$ cat config.mk
export PLATFORM = sky130hd
export DESIGN_NAME = alu_decode_stage
export DESIGN_NICKNAME = d
export VERILOG_FILES = /design/src/rtl/alu_decode_stage.sv
export SDC_FILE = /design/constraint.sdc
export NUM_CORES = 2
export LEC_CHECK = 0
export CORE_MARGIN = 5
export CORE_UTILIZATION = 50
export DETAILED_ROUTE_END_ITERATION = 8
export DONT_BUFFER_PORTS = 1
export GPL_TIMING_DRIVEN = 0
export HOLD_SLACK_MARGIN = 0.02
export MAX_ROUTING_LAYER = met4
export PLACE_DENSITY = 0.76
export SLEW_MARGIN = 20
export SYNTH_ARGS = -nofsm -noshare
export SYNTH_HDL_FRONTEND = slang
export SYNTH_SLANG_ARGS = --single-unit
$ cat constraint.sdc
create_clock -name clk -period 3 [get_ports clk]
set_input_delay 0.15 -clock clk [delete_from_list [all_inputs] [get_ports clk]]
set_output_delay 0.15 -clock clk [all_outputs]
set_load 0.005 [all_outputs]
$ cat src/rtl/alu_decode_stage.sv
// Decode/issue stage in front of the 32-bit ALU: RV32I OP/OP-IMM decode, register file, write scoreboard.
// Latency: 1 cycle from accept to out_valid. Backpressure: out_ready low holds the output register and drops in_ready.
// A pending source or destination (RAW/WAW) also drops in_ready until its writeback arrives.
module alu_decode_stage #(
    parameter int XLEN  = 32,
    parameter int NREGS = 32
) (
    input  logic            clk,
    input  logic            rst_n,
    input  logic            in_valid,
    output logic            in_ready,
    input  logic [31:0]     in_instr,
    input  logic            wb_en,
    input  logic [4:0]      wb_rd,
    input  logic [XLEN-1:0] wb_data,
    output logic            out_valid,
    input  logic            out_ready,
    output logic [XLEN-1:0] out_operand1,
    output logic [XLEN-1:0] out_operand2,
    output logic [3:0]      out_operation,
    output logic [4:0]      out_rd,
    output logic            out_illegal
);

    localparam logic [6:0] OPC_OP    = 7'b0110011;
    localparam logic [6:0] OPC_OPIMM = 7'b0010011;

    logic [6:0] opcode;
    logic [2:0] funct3;
    logic [6:0] funct7;
    logic [4:0] rs1, rs2, rd;

    logic            dec_legal;
    logic            use_rs1, use_rs2, is_imm;
    logic [3:0]      dec_op;
    logic [XLEN-1:0] dec_imm;

    logic [XLEN-1:0] regs_q [NREGS];
    logic [XLEN-1:0] regs_d [NREGS];
    logic [NREGS-1:0] sb_q, sb_d;
    logic [NREGS-1:0] clr_vec, live_sb;
    logic             wb_clr;

    logic [XLEN-1:0] rs1_val, rs2_val;
    logic            hazard, accept;

    logic            out_valid_q, out_valid_d;
    logic [XLEN-1:0] out_operand1_q, out_operand1_d;
    logic [XLEN-1:0] out_operand2_q, out_operand2_d;
    logic [3:0]      out_operation_q, out_operation_d;
    logic [4:0]      out_rd_q, out_rd_d;
    logic            out_illegal_q, out_illegal_d;

    assign opcode = in_instr[6:0];
    assign rd     = in_instr[11:7];
    assign funct3 = in_instr[14:12];
    assign rs1    = in_instr[19:15];
    assign rs2    = in_instr[24:20];
    assign funct7 = in_instr[31:25];

    always_comb begin
        dec_legal = 1'b0;
        use_rs1   = 1'b0;
        use_rs2   = 1'b0;
        is_imm    = 1'b0;
        dec_op    = 4'b0000;
        dec_imm   = {{(XLEN-12){in_instr[31]}}, in_instr[31:20]};
        if (opcode == OPC_OP && funct3 != 3'b010 && funct3 != 3'b011) begin
            use_rs1   = 1'b1;
            use_rs2   = 1'b1;
            dec_op    = {in_instr[30], funct3};
            dec_legal = (funct7 == 7'b0000000) ||
                        (funct7 == 7'b0100000 && (funct3 == 3'b000 || funct3 == 3'b101));
        end else if (opcode == OPC_OPIMM && funct3 != 3'b010 && funct3 != 3'b011) begin
            use_rs1 = 1'b1;
            is_imm  = 1'b1;
            case (funct3)
                3'b101: begin
                    dec_op    = {in_instr[30], 3'b101};
                    dec_legal = (funct7 == 7'b0000000) || (funct7 == 7'b0100000);
                end
                3'b001: begin
                    dec_op    = 4'b0001;
                    dec_legal = (funct7 == 7'b0000000);
                end
                // bit 30 is immediate data here, so ADDI can never turn into SUB
                default: begin
                    dec_op    = {1'b0, funct3};
                    dec_legal = 1'b1;
                end
            endcase
        end
    end

    // Write-through read: a writeback landing this cycle is visible immediately
    always_comb begin
        wb_clr  = wb_en && (wb_rd != 5'd0);
        rs1_val = '0;
        rs2_val = '0;
        if (rs1 != 5'd0) rs1_val = (wb_clr && wb_rd == rs1) ? wb_data : regs_q[rs1];
        if (rs2 != 5'd0) rs2_val = (wb_clr && wb_rd == rs2) ? wb_data : regs_q[rs2];
    end

    always_comb begin
        clr_vec = wb_clr ? (NREGS'(1) << wb_rd) : '0;
        live_sb = sb_q & ~clr_vec;
        hazard  = dec_legal && ((use_rs1 && live_sb[rs1]) ||
                                (use_rs2 && live_sb[rs2]) ||
                                live_sb[rd]);
        in_ready = (!out_valid_q || out_ready) && !hazard;
        accept   = in_valid && in_ready;
    end

    always_comb begin
        regs_d = regs_q;
        if (wb_clr) regs_d[wb_rd] = wb_data;
        // set after clear so a same-cycle issue to the same rd keeps it pending
        sb_d = sb_q & ~clr_vec;
        if (accept && dec_legal && rd != 5'd0) sb_d[rd] = 1'b1;
        sb_d[0] = 1'b0;
    end

    always_comb begin
        out_valid_d     = out_valid_q;
        out_operand1_d  = out_operand1_q;
        out_operand2_d  = out_operand2_q;
        out_operation_d = out_operation_q;
        out_rd_d        = out_rd_q;
        out_illegal_d   = out_illegal_q;
        if (accept) begin
            out_valid_d     = 1'b1;
            out_operand1_d  = dec_legal ? rs1_val : '0;
            out_operand2_d  = dec_legal ? (is_imm ? dec_imm : rs2_val) : '0;
            out_operation_d = dec_legal ? dec_op : 4'b0000;
            out_rd_d        = dec_legal ? rd : 5'd0;
            out_illegal_d   = !dec_legal;
        end else if (out_valid_q && out_ready) begin
            out_valid_d = 1'b0;
        end
    end

    always_ff @(posedge clk or negedge rst_n) begin
        if (!rst_n) begin
            for (int i = 0; i < NREGS; i++) regs_q[i] <= '0;
            sb_q            <= '0;
            out_valid_q     <= 1'b0;
            out_operand1_q  <= '0;
            out_operand2_q  <= '0;
            out_operation_q <= 4'b0000;
            out_rd_q        <= 5'd0;
            out_illegal_q   <= 1'b0;
        end else begin
            regs_q          <= regs_d;
            sb_q            <= sb_d;
            out_valid_q     <= out_valid_d;
            out_operand1_q  <= out_operand1_d;
            out_operand2_q  <= out_operand2_d;
            out_operation_q <= out_operation_d;
            out_rd_q        <= out_rd_d;
            out_illegal_q   <= out_illegal_d;
        end
    end

    assign out_valid     = out_valid_q;
    assign out_operand1  = out_operand1_q;
    assign out_operand2  = out_operand2_q;
    assign out_operation = out_operation_q;
    assign out_rd        = out_rd_q;
    assign out_illegal   = out_illegal_q;

endmodule
# --- After elaboration in Yosys (flattened, before gate mapping) ---
# Index checks and enable logic that the tools add are counted.
classes:
  magnitude_cmp: 8
  eq_ne: 9
  n_shift: 1
  n_mux: 40
  bitwise_logic: 6
  reduce_logical: 34
ops:
  columns: ["operator", "count"]
  rows:
  - ["1024-bit bitwise mux", 1]
  - ["32-bit two-way mux", 14]
  - ["32-bit binary-select mux with 5-bit select", 2]
  - ["32-bit demux with 5-bit select", 1]
  - ["32-bit bitwise AND", 1]
  - ["32-bit inverter", 1]
  - ["32-bit OR", 1]
  - ["1-bit by 5-bit left shift with 32-bit output, first input constant", 1]
  - ["5-bit nonzero test", 4]
  - ["6-bit >= comparator, second input constant", 3]
  - ["1-bit logical AND", 18]
  - ["5-bit by 6-bit less-than comparator with 1-bit output, second input constant", 3]
  - ["5-bit inverter with 6-bit output", 3]
  - ["1-bit binary-select mux with 5-bit select", 3]
  - ["7-bit by 6-bit == test with 1-bit output, second input constant", 2]
  - ["1-bit two-way mux", 12]
  - ["4-bit two-way mux", 3]
  - ["5-bit == test", 2]
  - ["4-bit case mux with 2 select lines", 1]
  - ["7-bit by 5-bit == test with 1-bit output, second input constant", 1]
  - ["7-bit logical NOT", 1]
  - ["1-bit logical OR", 6]
  - ["6-bit by 1-bit less-than comparator with 1-bit output, second input constant", 1]
  - ["3-bit by 2-bit inequality test with 1-bit output, second input constant", 2]
  - ["9 further kinds", 11]
word_totals:
  regBits: 1130
  inputBits: 74
  out_inout_bits: 76

# --- Depth between registers and ports, before layout ---
logic_depth:
  depth_word: 17
  ltp_mapped: 12

# --- Least setup slack after synthesis ---
# No wires, ideal clock.
synth_timing:
  kind: "input-to-reg"
  from: "in in_instr[15]"
  to: "reg out_operand1_q[21] (netlist: out_operand1[21])"
  setup_time_ps: 123
  t_arrival_ps: 2485
  t_required_ps: 2877
  path_slack_ps: 392
  path_stages: 11
  cell_sequence: "buf_2 > buf_2 > buf_2 > buf_2 > buf_2 > mux4_2 > mux2i_1 > a22oi_1 > o211a_1 > a21oi_1 > o2bb2ai_1"
synth_via:
  elab_chain_cells: 9
  word_cells_on_any_way: 19
  cone_classes: "eq/ne: 1; mux: 8; bitwise: 1; reduce/logical: 9"
synth_rtl:
  columns: ["item", "line", "text"]
  rows:
  - ["start: declaration", "12", "input logic [31:0] in_instr,"]
  - ["branches (longest 9 deep; another with 32-bit binary-select mux with 5-bit select)", null, null]
  - ["end signal: assignment", "156", "out_operand1_q <= out_operand1_d;"]
  - ["end: declaration", "48", "logic [XLEN-1:0] out_operand1_q, out_operand1_d;"]
# Several ways; the timed one is not identified. The select of a mux whose other input is x is not followed.
# A chain may end at the register's enable or synchronous reset.

# --- Worst setup path in the final report ---
layout_timing:
  from: "in in_instr[22]"
  to: "reg out_operand2_q[23] (netlist: out_operand2[23])"
layout_via:
  elab_chain_cells: 9
  word_cells_on_any_way: 20
  cone_classes: "eq/ne: 1; mux: 9; bitwise: 1; reduce/logical: 9"
layout_rtl:
  columns: ["item", "line", "text"]
  rows:
  - ["branches (longest 9 deep; another with 32-bit binary-select mux with 5-bit select)", null, null]
  - ["end signal: assignment", "157", "out_operand2_q <= out_operand2_d;"]
  - ["end: declaration", "49", "logic [XLEN-1:0] out_operand2_q, out_operand2_d;"]
# Several ways; the timed one is not identified. The select of a mux whose other input is x is not followed.

==> results.yml <==
outcome:
  status: "finished, violations left"
  violations: "setup timing"
worst_setup_path:
  start_kind: "input port"
  worstRegToRegCells: 10
  slowest_stage: "clkbuf_1"
  reg2reg_from: "sb_q[13]$_DFF_PN0_"
  r2r_end: "out_operand2[26]$_DFFE_PN0P_"
  worstSetupPathType: "in2reg"
  crit_start: "in_instr[22]"
  worst-path-buf-inv: 3
  slowest_delay_ns: 0.95
  cp_top_family: "buffers and inverters"
  arrival_ns: 3.74
  path_depth: 8
  path_common_cell: "clkbuf_2"
  crit_chain: "clkbuf_2, clkbuf_1, clkbuf_2, nor2_1, a221oi_1, o22ai_1, a211oi_1, o2bb2ai_2"
  rrSetupSlack_ns: -0.04
  critPathCapture: "out_operand2[23]$_DFFE_PN0P_"
  crit_path_max_fanout: 10
  worstSetupEndpointType: "flop"
  cp.required_ns: 3.65
pwr:
  power_density_nw_per_um2: 665
  p_leak_nw: 29.4
  p_total_mw: 45.3
  peakVddDrop_mv: 0.564
timing:
  final.min_clock_period_ns: 3.09
  slew_headroom_pct: 11.4
  finalSetupViolCount: 12
  drv_slew: 0
  fmax_mhz: 323
  whs_ns: 0.0458
  clock_skew_ns: 0.0859
  timing.final.hold_violations: 0
  worstMarginPinSlew_ns: 1.33
  timing.final.crit_share_pct: 103
  layout_setup_ws_ns: -0.0926
clock_network:
  cts_buffers: 120
  cts_root_buffer: "clkbuf_16"
  path_clk_slew_ns: 0.06
  clock_latency_ns: 0.80
  cts_sinks: 1130
  cts_tree: "yes"
  htree_num_levels: 3
  cts_max_path_buffers: 3
synth:
  ys_seq_elements: 1130
  synth_cell_types: 76
  ys.flop_type: "dfrtp_1"
  async_reset_ff_share_pct: 100
  synthCells: 4264
  synth_nets: 4338
  ys_warn_count: 0
  syn_area_um2: 60000
  synth_seq_area_share_pct: 47.1
  synth_edf_count: 0
  synth.avg_cell_area_um2: 14.1
die:
  die_y_um: 357
  ios: 150
  die_x_um: 357
  start_util_pct: 50.2
  fp.coreArea_um2: 120000
  design.die.area_um2: 127000
  fp-row-count: 127
finish:
  final_nets: 4580
  drive_gt1_share_pct: 40.9
  layout_common_cells: "dfrtp_1 (1130), mux2_2 (938), mux4_2 (467)"
  final_common_cell: "dfrtp_1"
  synthToLayoutAreaGrowth_pct: 13.5
  n_fill_cell: 9491
min_path:
  hp-class: "in2async"
global_route:
  grt_max_degree: 196
  grt_usage_pct: 39.3
  grt_busiest_layer: "met2"
  grt_util_met3_pct: 19.1
  grt_use_met2_pct: 53.5
  first_global_vias: 44700
  grt_pass1_wl_um: 340000
  grtUsageMet1_pct: 46.9
  grt_antenna_before_repair: 23
  grt_overflow: 0
routing:
  dr.pass1.iters: 6
  vias_per_cell: 7.28
  wl_per_cell_um: 39.2
  ant_nets: 0
  route.detailed.drc: 0
  drtIter0Drc: 7560
  routed_wl_um: 245000
  dr_total_vias: 45500
placement:
  portBuffers: 0
  gp_congestion: 1.04
  pre_cts_slack_ns: -1.89
  hpwl_um: 169000
flow_run:
  maxCapViolations: 0
layout make-up:
| type | count | area, um^2 | area share [%] |
|---|---|---|---|
| repair buffers | 126 | 1440 | 2.11 |
| clock inverters | 42 | 606 | 0.889 |
| multi-input cells | 2653 | 30000 | 44.0 |
| flip-flops and latches | 1130 | 28300 | 41.5 |
| clock buffers | 178 | 3560 | 5.23 |
| diodes | 29 | 72.6 | 0.107 |
| plain buffers | 461 | 2130 | 3.13 |
| well taps | 1612 | 2020 | 2.96 |
| inverters | 14 | 52.6 | 0.0771 |
how the worst min path moves through the flow:
stage,cells after the start,to,slack (ns),start
after floorplan,0,out_illegal$_DFFE_PN0P_,-0.15,rst_n
after global placement,0,regs_q[347]$_DFFE_PN0P_,0.05,rst_n
after detailed placement,1,regs_q[58]$_DFFE_PN0P_,0.31,wb_data[26]
after CTS,1,regs_q[569]$_DFFE_PN0P_,-0.48,rst_n
after global routing,2,regs_q[945]$_DFFE_PN0P_,0.06,wb_data[17]
final,3,regs_q[610]$_DFFE_PN0P_,0.05,rst_n
cells in the mapped netlist (14+ instances only):
library cell / n / area [um^2]
o22ai_1: 24 / 150
buf_1: 53 / 199
a22oi_1: 57 / 428
a21oi_1: 59 / 295
nand3_1: 14 / 70.1
o2bb2ai_1: 57 / 499
nor2_1: 121 / 454
nand4_1: 22 / 138
o211ai_1: 19 / 143
a221oi_1: 126 / 1100
mux2_2: 938 / 10600
nand2_1: 242 / 908
clkbuf_1: 321 / 1200
o21ai_0: 66 / 330
mux4_2: 467 / 10500
dfrtp_1: 1130 / 28300
a211oi_1: 19 / 143
buf_2: 88 / 440
mux2i_1: 241 / 2410
o211a_1: 33 / 330
power by group:
part	internal (mW)	switching (mW)	total (mW)
registers	17.9	2.03	19.9
clock network	9.08	6.80	15.9
logic	5.00	4.52	9.52
sequential cells by signal (all words and copies together) (netlist names):
name and count:
regs_q 1024, out_operand1 32, out_operand2 32, sb_q 31, out_rd 5, out_operation 4, out_illegal 1, out_valid 1
stage by stage:
step	TNS [ns]	instance area, um^2	util [%]	std cells
final	-0.523	68100	56.9	6245
after global placement	-171.86	62100	51.9	5876
after CTS	-0.00201	67800	56.6	6206
after floorplan	0	60000	-	4264
after detailed placement	-157.81	62500	52.2	5894
after global routing	-0.0253	68100	56.9	6239
what timing repair did:
item	4_1_cts	5_1_grt
pin swaps	3	5
buffers inserted	7	10
hold buffers	87	3
setup endpoints to repair	71	82
cloned	0	0
hold endpoints to repair	1193	469
gates resized for setup	67	83
worst min-delay path, delay by kind of cell:
family	cells	cell delay [ns]
buffers and inverters	3	1.03
per-layer routing:
metal / up-vias / part of all wire, % / routed length [um]
met4: 0 / 7.5 / 18400
met3: 961 / 16 / 39100
met2: 3878 / 42 / 103000
met1: 23700 / 35 / 84800
met5: - / 0 / 0
li1: 17000 / - / -
kinds of logic (layout without fill, tap and decap cells):
kind of cell / Yosys count / in the layout / share of synthesized area, %
buffers and inverters: 481 / 821 / 3.23
xor gates and xnor gates: 11 / 11 / 0.160
other: 0 / 29 / 0
AOI/OAI and AO/OA: 524 / 524 / 6.80
muxes: 1646 / 1646 / 39.1
and+or+nand+nor: 472 / 472 / 3.57
DFF: 1130 / 1130 / 47.1
Power figures use the tool's default switching activity.
